--- src/rtl/weight_load_sequencer_if.sv ---
// Host weight stream: valid/ready handshake carrying one weight word per beat.
//   s_valid  host -> sequencer  word present on s_data
//   s_data   host -> sequencer  weight word
//   s_ready  sequencer -> host  sequencer accepts a word this cycle
interface weight_load_sequencer_if #(
    parameter int data_width = 32
);
    logic                  s_valid;
    logic [data_width-1:0] s_data;
    logic                  s_ready;

    modport master (output s_valid, output s_data, input  s_ready);
    modport slave  (input  s_valid, input  s_data, output s_ready);
endinterface

--- src/rtl/weight_load_sequencer.sv ---
// Weight load sequencer: programs one layer of neurons per start. Each host
// word is tagged with layer, neuron and weight index and broadcast on the
// neuron weight-config bus one cycle after it is accepted.
//   clk, reset            clock (rising edge), async active-low reset
//   start, abort          begin a layer load (IDLE only) / cancel a load
//   cfg_layer_no          layer tag, latched at start
//   cfg_num_neurons       neurons in the layer, latched at start
//   cfg_num_weights       weights per neuron, latched at start
//   s_if                  host stream (slave side)
//   weight_valid/value    broadcast word
//   config_layer_no       layer tag of the broadcast word
//   config_neuron_no      target neuron (zero-extended counter)
//   weight_addr           weight index within the target neuron
//   busy, done, err       load in progress / completion pulse / rejected start
module weight_load_sequencer #(
    parameter int cnt_bits   = 16,
    parameter int data_width = 32
) (
    input  logic                  clk,
    input  logic                  reset,
    input  logic                  start,
    input  logic                  abort,
    input  logic [31:0]           cfg_layer_no,
    input  logic [cnt_bits-1:0]   cfg_num_neurons,
    input  logic [cnt_bits-1:0]   cfg_num_weights,
    weight_load_sequencer_if.slave s_if,
    output logic                  weight_valid,
    output logic [data_width-1:0] weight_value,
    output logic [31:0]           config_layer_no,
    output logic [31:0]           config_neuron_no,
    output logic [cnt_bits-1:0]   weight_addr,
    output logic                  busy,
    output logic                  done,
    output logic                  err
);

    typedef enum logic {S_IDLE, S_LOAD} state_t;

    state_t                r_state;
    logic [31:0]           r_layer;
    logic [cnt_bits-1:0]   r_num_neurons;
    logic [cnt_bits-1:0]   r_num_weights;
    logic [cnt_bits-1:0]   r_neuron_cnt;
    logic [cnt_bits-1:0]   r_weight_cnt;
    logic                  r_weight_valid;
    logic [data_width-1:0] r_weight_value;
    logic [31:0]           r_config_layer_no;
    logic [31:0]           r_config_neuron_no;
    logic [cnt_bits-1:0]   r_weight_addr;
    logic                  r_busy;
    logic                  r_done;
    logic                  r_err;

    logic w_accept;
    logic w_last_w;
    logic w_last_n;

    // Ready depends only on state so the host never sees a combinational loop.
    assign s_if.s_ready = (r_state == S_LOAD);
    assign w_accept     = s_if.s_valid && (r_state == S_LOAD);
    // Counts are nonzero whenever in LOAD, so the "-1" never underflows and
    // the counters never need to reach the count itself (no overflow at max).
    assign w_last_w     = (r_weight_cnt == r_num_weights - cnt_bits'(1));
    assign w_last_n     = (r_neuron_cnt == r_num_neurons - cnt_bits'(1));

    always_ff @(posedge clk or negedge reset) begin
        if (!reset) begin
            r_state            <= S_IDLE;
            r_layer            <= '0;
            r_num_neurons      <= '0;
            r_num_weights      <= '0;
            r_neuron_cnt       <= '0;
            r_weight_cnt       <= '0;
            r_weight_valid     <= 1'b0;
            r_weight_value     <= '0;
            r_config_layer_no  <= '0;
            r_config_neuron_no <= '0;
            r_weight_addr      <= '0;
            r_busy             <= 1'b0;
            r_done             <= 1'b0;
            r_err              <= 1'b0;
        end else begin
            r_done         <= 1'b0;
            r_err          <= 1'b0;
            r_weight_valid <= w_accept;

            // Broadcast stage: tags reflect the counters before this beat's update.
            if (w_accept) begin
                r_weight_value     <= s_if.s_data;
                r_config_layer_no  <= r_layer;
                r_config_neuron_no <= 32'(r_neuron_cnt);
                r_weight_addr      <= r_weight_cnt;
            end

            case (r_state)
                S_IDLE: begin
                    // abort outranks start while idle
                    if (start && !abort) begin
                        if (cfg_num_neurons == '0 || cfg_num_weights == '0) begin
                            r_err <= 1'b1;
                        end else begin
                            r_layer       <= cfg_layer_no;
                            r_num_neurons <= cfg_num_neurons;
                            r_num_weights <= cfg_num_weights;
                            r_neuron_cnt  <= '0;
                            r_weight_cnt  <= '0;
                            r_busy        <= 1'b1;
                            r_state       <= S_LOAD;
                        end
                    end
                end
                S_LOAD: begin
                    if (abort) begin
                        r_neuron_cnt <= '0;
                        r_weight_cnt <= '0;
                        r_busy       <= 1'b0;
                        r_state      <= S_IDLE;
                    end else if (w_accept) begin
                        if (w_last_w) begin
                            r_weight_cnt <= '0;
                            if (w_last_n) begin
                                // Final beat: done/busy-low line up with its broadcast.
                                r_neuron_cnt <= '0;
                                r_busy       <= 1'b0;
                                r_done       <= 1'b1;
                                r_state      <= S_IDLE;
                            end else begin
                                r_neuron_cnt <= r_neuron_cnt + cnt_bits'(1);
                            end
                        end else begin
                            r_weight_cnt <= r_weight_cnt + cnt_bits'(1);
                        end
                    end
                end
                default: r_state <= S_IDLE;
            endcase
        end
    end

    assign weight_valid     = r_weight_valid;
    assign weight_value     = r_weight_value;
    assign config_layer_no  = r_config_layer_no;
    assign config_neuron_no = r_config_neuron_no;
    assign weight_addr      = r_weight_addr;
    assign busy             = r_busy;
    assign done             = r_done;
    assign err              = r_err;

endmodule

--- src/flat_wrapper.sv ---
// flat-port wrapper written by rule: the top's interface ports become plain ports
module weight_load_sequencer_flat 
#(
    parameter int cnt_bits   = 16,
    parameter int data_width = 32
)
  (clk, reset, start, abort, cfg_layer_no, cfg_num_neurons, cfg_num_weights, weight_valid, weight_value, config_layer_no, config_neuron_no, weight_addr, busy, done, err, s_if_s_valid, s_if_s_data, s_if_s_ready);
  weight_load_sequencer_if #(.data_width(data_width)) s_if_i ();
  input  logic clk;
  input  logic reset;
  input  logic start;
  input  logic abort;
  input  logic [31:0] cfg_layer_no;
  input  logic [cnt_bits-1:0] cfg_num_neurons;
  input  logic [cnt_bits-1:0] cfg_num_weights;
  output logic weight_valid;
  output logic [data_width-1:0] weight_value;
  output logic [31:0] config_layer_no;
  output logic [31:0] config_neuron_no;
  output logic [cnt_bits-1:0] weight_addr;
  output logic busy;
  output logic done;
  output logic err;
  input wire logic [$bits(s_if_i.s_valid)-1:0] s_if_s_valid;
  input wire logic [$bits(s_if_i.s_data)-1:0] s_if_s_data;
  output wire logic [$bits(s_if_i.s_ready)-1:0] s_if_s_ready;
  assign s_if_i.s_valid = s_if_s_valid;
  assign s_if_i.s_data = s_if_s_data;
  assign s_if_s_ready = s_if_i.s_ready;
  weight_load_sequencer #(.cnt_bits(cnt_bits), .data_width(data_width)) u_core (.clk(clk), .reset(reset), .start(start), .abort(abort), .cfg_layer_no(cfg_layer_no), .cfg_num_neurons(cfg_num_neurons), .cfg_num_weights(cfg_num_weights), .s_if(s_if_i), .weight_valid(weight_valid), .weight_value(weight_value), .config_layer_no(config_layer_no), .config_neuron_no(config_neuron_no), .weight_addr(weight_addr), .busy(busy), .done(done), .err(err));
endmodule
--- config.mk ---
export PLATFORM = sky130hd
export DESIGN_NAME = weight_load_sequencer_flat
export DESIGN_NICKNAME = d
export VERILOG_FILES = /design/src/rtl/weight_load_sequencer_if.sv /design/src/rtl/weight_load_sequencer.sv /design/src/flat_wrapper.sv
export SDC_FILE = /design/constraint.sdc
export NUM_CORES = 1
export LEC_CHECK = 0
export ABC_AREA = 1
export CAP_MARGIN = 20
export CORE_UTILIZATION = 55
export DETAILED_ROUTE_END_ITERATION = 6
export PLACE_DENSITY = 0.84
export SYNTH_ARGS = -nofsm -noshare
export SYNTH_HDL_FRONTEND = slang
export SYNTH_SLANG_ARGS = --single-unit
--- constraint.sdc ---
create_clock -name clk -period 6.9 [get_ports clk]
set_clock_uncertainty 0.2 [all_clocks]
set_input_delay 2.07 -clock clk [delete_from_list [all_inputs] [get_ports clk]]
set_output_delay 2.07 -clock clk [all_outputs]
set_load 0.01 [all_outputs]
==> impl_metrics.env <==
export IMPL_cts_tree="built"
export IMPL_period_share_pct=69.61
export IMPL_synth_most_common_cell="nand2_1"
export IMPL_grt_pass1_wl_um=39920
export IMPL_antenna_found_initial=0
export IMPL_irDropWorstVdd_mv=0.2081
export IMPL_cts_buffers=17
export IMPL_maxSlewViolCount=0
export IMPL_setup_tns_ns=0
export IMPL_routed_via_density=5.221
export IMPL_comb_power_share_pct=26.2
export IMPL_r2r_end="u_core.r_weight_cnt[10]"
export IMPL_min_delay_start="u_core.r_layer[31]"
export IMPL_hold_depth=2
export IMPL_die_area_sq_mm=0.01820
export IMPL_hold_end="u_core.config_layer_no[31]"
export IMPL_reg2reg_depth=6
export IMPL_hpwl_um=17350
export IMPL_status="complete, no violations"
export IMPL_synth_top_cells_by_count="356 x nand2_1, 197 x dfrtp_1, 139 x inv_1, 107 x o21ai_0, 98 x nor2_1"
export IMPL_synth_edf_count=0
export IMPL_clkPwrFrac_pct=29.4
export IMPL_power_internal_mw=2.228
export IMPL_ys_top_cells_by_area="dfrtp_1 51%, nand2_1 14%, o21ai_0 5.5%"
export IMPL_totalWireLength_um=24470
export IMPL_grt_pass1_vias=8177
export IMPL_diodes=0
export IMPL_gp_congestion=0.9253
export IMPL_worst_slack_ns=2.097
export IMPL_cts_htree_levels=4
export IMPL_async_reset_ff_share_pct=100.0
export IMPL_yosysTopAreaCellShare_pct=50.75
export IMPL_final_hold_viol_count=0
export IMPL_syn_area_per_cell_sq_um=8.021
export IMPL_cp_required_ns=7.07
export IMPL_final_min_clock_period_ns=4.803
export IMPL_wire_per_inst_um=15.04
export IMPL_die_w_um=134.9
export IMPL_placed_area_sq_mm=0.01179
export IMPL_arrival_ns=4.97
export IMPL_hold_path_class="reg2reg"
export IMPL_rsz0062_at_grt="no"
export IMPL_power_mw=3.312
export IMPL_max_freq_mhz=208.2
export IMPL_nets=1494
export IMPL_drive_gt1_share_pct=5.849
export IMPL_grt_ovfl_total=0
export IMPL_hold_buffers=0
export IMPL_worst_pin_slew_ns=0.9994
export IMPL_vias=8494
export IMPL_cp_end_kind="register"
export IMPL_ys_ff_latch=197
export IMPL_place_ws_ns=1.723
export IMPL_seqPwrFrac_pct=44.5
export IMPL_clkTransAtPathRegs_ns=0.08
export IMPL_synth_area_sq_mm=0.009713
export IMPL_clk_latency_ns=0.44
export IMPL_yosysWarnings=0
export IMPL_leakage_nw=6.016
export IMPL_cp_startpoint="abort"
export IMPL_synth_cell_types=39
export IMPL_track_usage_pct=27.95
export IMPL_setup_viol=0
export IMPL_r2r_start="u_core.s_if.s_ready"
export IMPL_clock_sinks=197
export IMPL_fp_dieH_um=134.9
export IMPL_critPathMaxFanout=43
export IMPL_clockRootBuffer="clkbuf_16"
export IMPL_post_cts_buffers=0
export IMPL_cts_resized=0
export IMPL_drc_errors=0
export IMPL_areaGrowthSynthToFinish_pct=27.35
export IMPL_core_sq_mm=0.01730
export IMPL_clock_tree_buffer_depth=2
export IMPL_grt_max_degree=112
export IMPL_power_density_mw_per_mm2=267.8
export IMPL_io_pins=218
export IMPL_port_buffer_count=201
export IMPL_drtIter0Drc=593
export IMPL_multi_input_comb_area_sq_mm=0.003980
export IMPL_num_fill_cells=1331
export IMPL_layout_cells_non_filler=1627
export IMPL_critical_path_class="in2reg"
export IMPL_synthCells=1211
export IMPL_start_util_pct=56.16
export IMPL_stdcell_area_sq_mm=0.01237
export IMPL_synthFlopType="dfrtp_1"
export IMPL_dpl_cell_count=1595
export IMPL_start_kind="primary input"
export IMPL_ant_nets=0
export IMPL_dr_pass1_iters=5
export IMPL_ys_seq_area_share_pct=50.75
export IMPL_seqCellArea_sq_mm=0.004930
export IMPL_drv_cap=0
export IMPL_relSlewSlack_pct=33.37
export IMPL_p_switching_mw=1.085
export IMPL_netSwitchingFraction_pct=32.74
export IMPL_r2r_setup_slack_ns=3.97
export IMPL_num_rows=48
export IMPL_fin_util_pct=71.51
export IMPL_holdWs_ns=0.2768
export IMPL_synth_largest_area_cell="dfrtp_1"
## worst max path at each step
stage | to | slack (ns) | depth (start not counted)
final | u_core.r_weight_cnt[10] | 2.10 | 9
after global routing | u_core.r_weight_cnt[10] | 1.81 | 9
after CTS | u_core.r_weight_cnt[10] | 2.15 | 9
after detailed placement | u_core.r_weight_cnt[10] | 1.72 | 9
after global placement | u_core.r_layer[31] | 1.82 | 7
after floorplan | u_core.r_weight_cnt[12] | 3.37 | 10
## cell type report
| cell class | instances | share of cell area, % |
|---|---|---|
| sequential | 197 | 39.85 |
| tap | 225 | 2.276 |
| clock buffer | 17 | 3.439 |
| inverter | 145 | 4.400 |
| clock inverter | 15 | 1.254 |
| multi-input combinational | 822 | 32.18 |
| timing repair buffer | 206 | 16.60 |
## flip-flops by register name, summed over array words and instances, names as in the netlist, 16 cells and up
register and count:
u_core.r_num_weights 16, u_core.weight_addr 16, u_core.r_weight_cnt 16, u_core.config_layer_no 32
u_core.r_num_neurons 16, u_core.r_neuron_cnt 16, u_core.weight_value 32, u_core.r_layer 32
u_core.config_neuron_no 16
## layer usage
layer	vias up	GRT usage [%]	part of all wire [%]
met1	4019	36.39	42
met3	39	9.084	7.9
met4	0	8.302	2.0
met2	283	44.59	48
li1	4153	-	-
met5	-	0	0
## layout by cell type (no fill, tap or decap), types with 2 or more instances in the layout
cell type / instances
nor4_1: 5
ha_1: 4
dfrtp_1: 197
o21bai_1: 2
nor3_1: 14
nand3_2: 4
nor2_4: 2
clkinv_8: 3
o21ai_1: 2
inv_8: 4
inv_1: 139
buf_4: 5
xor2_1: 35
or2_1: 2
inv_6: 4
nand2_1: 355
nand4_1: 36
inv_2: 5
nand3b_1: 4
a21oi_1: 37
xnor2_1: 11
or2_2: 2
clkinv_2: 2
clkdlybuf4s50_1: 200
o21ai_0: 107
o21ai_2: 16
conb_1: 16
nand2_2: 3
nor2_2: 7
nor2_1: 98
nand3_1: 41
clkbuf_16: 17
and3_1: 8
and2_1: 2
nand2_4: 3
## power by group through the flow
| stage | Combinational, mW | Clock (mW) | Sequential [mW] |
|---|---|---|---|
| 2_1_floorplan | 0.421 | 0 | 1.51 |
| 3_3_place_gp | 0.835 | 0 | 1.48 |
| 3_5_place_dp | 0.863 | 0 | 1.49 |
| 4_1_cts | 0.871 | 0.983 | 1.47 |
| 5_1_grt | 0.963 | 1.04 | 1.49 |
| 6_report | 0.867 | 0.972 | 1.47 |
## worst max-delay path, stage by stage
cell             delay, ns
clkdlybuf4s50_1       0.55
clkinv_1              0.45
nand2_1               0.18
nor2_1                0.09
nand3_4               0.25
nand2_1               0.46
nand2_4               0.62
o21ai_1               0.16
nor2_1                0.11
## cell families (layout without fill, tap and decap cells)
logic type	Yosys count	count (layout)	synth area share, %
and+or+nand+nor	588	588	25.88
buffers and inverters	207	383	9.056
DFF	197	197	50.75
AOI/OAI and AO/OA	166	166	9.262
xor gates and xnor gates	47	47	4.380
adders and majority gates	4	4	0.5153
other	1	16	0.03861
muxes	1	1	0.1159
Note: power is estimated with default switching activity, not from simulation.
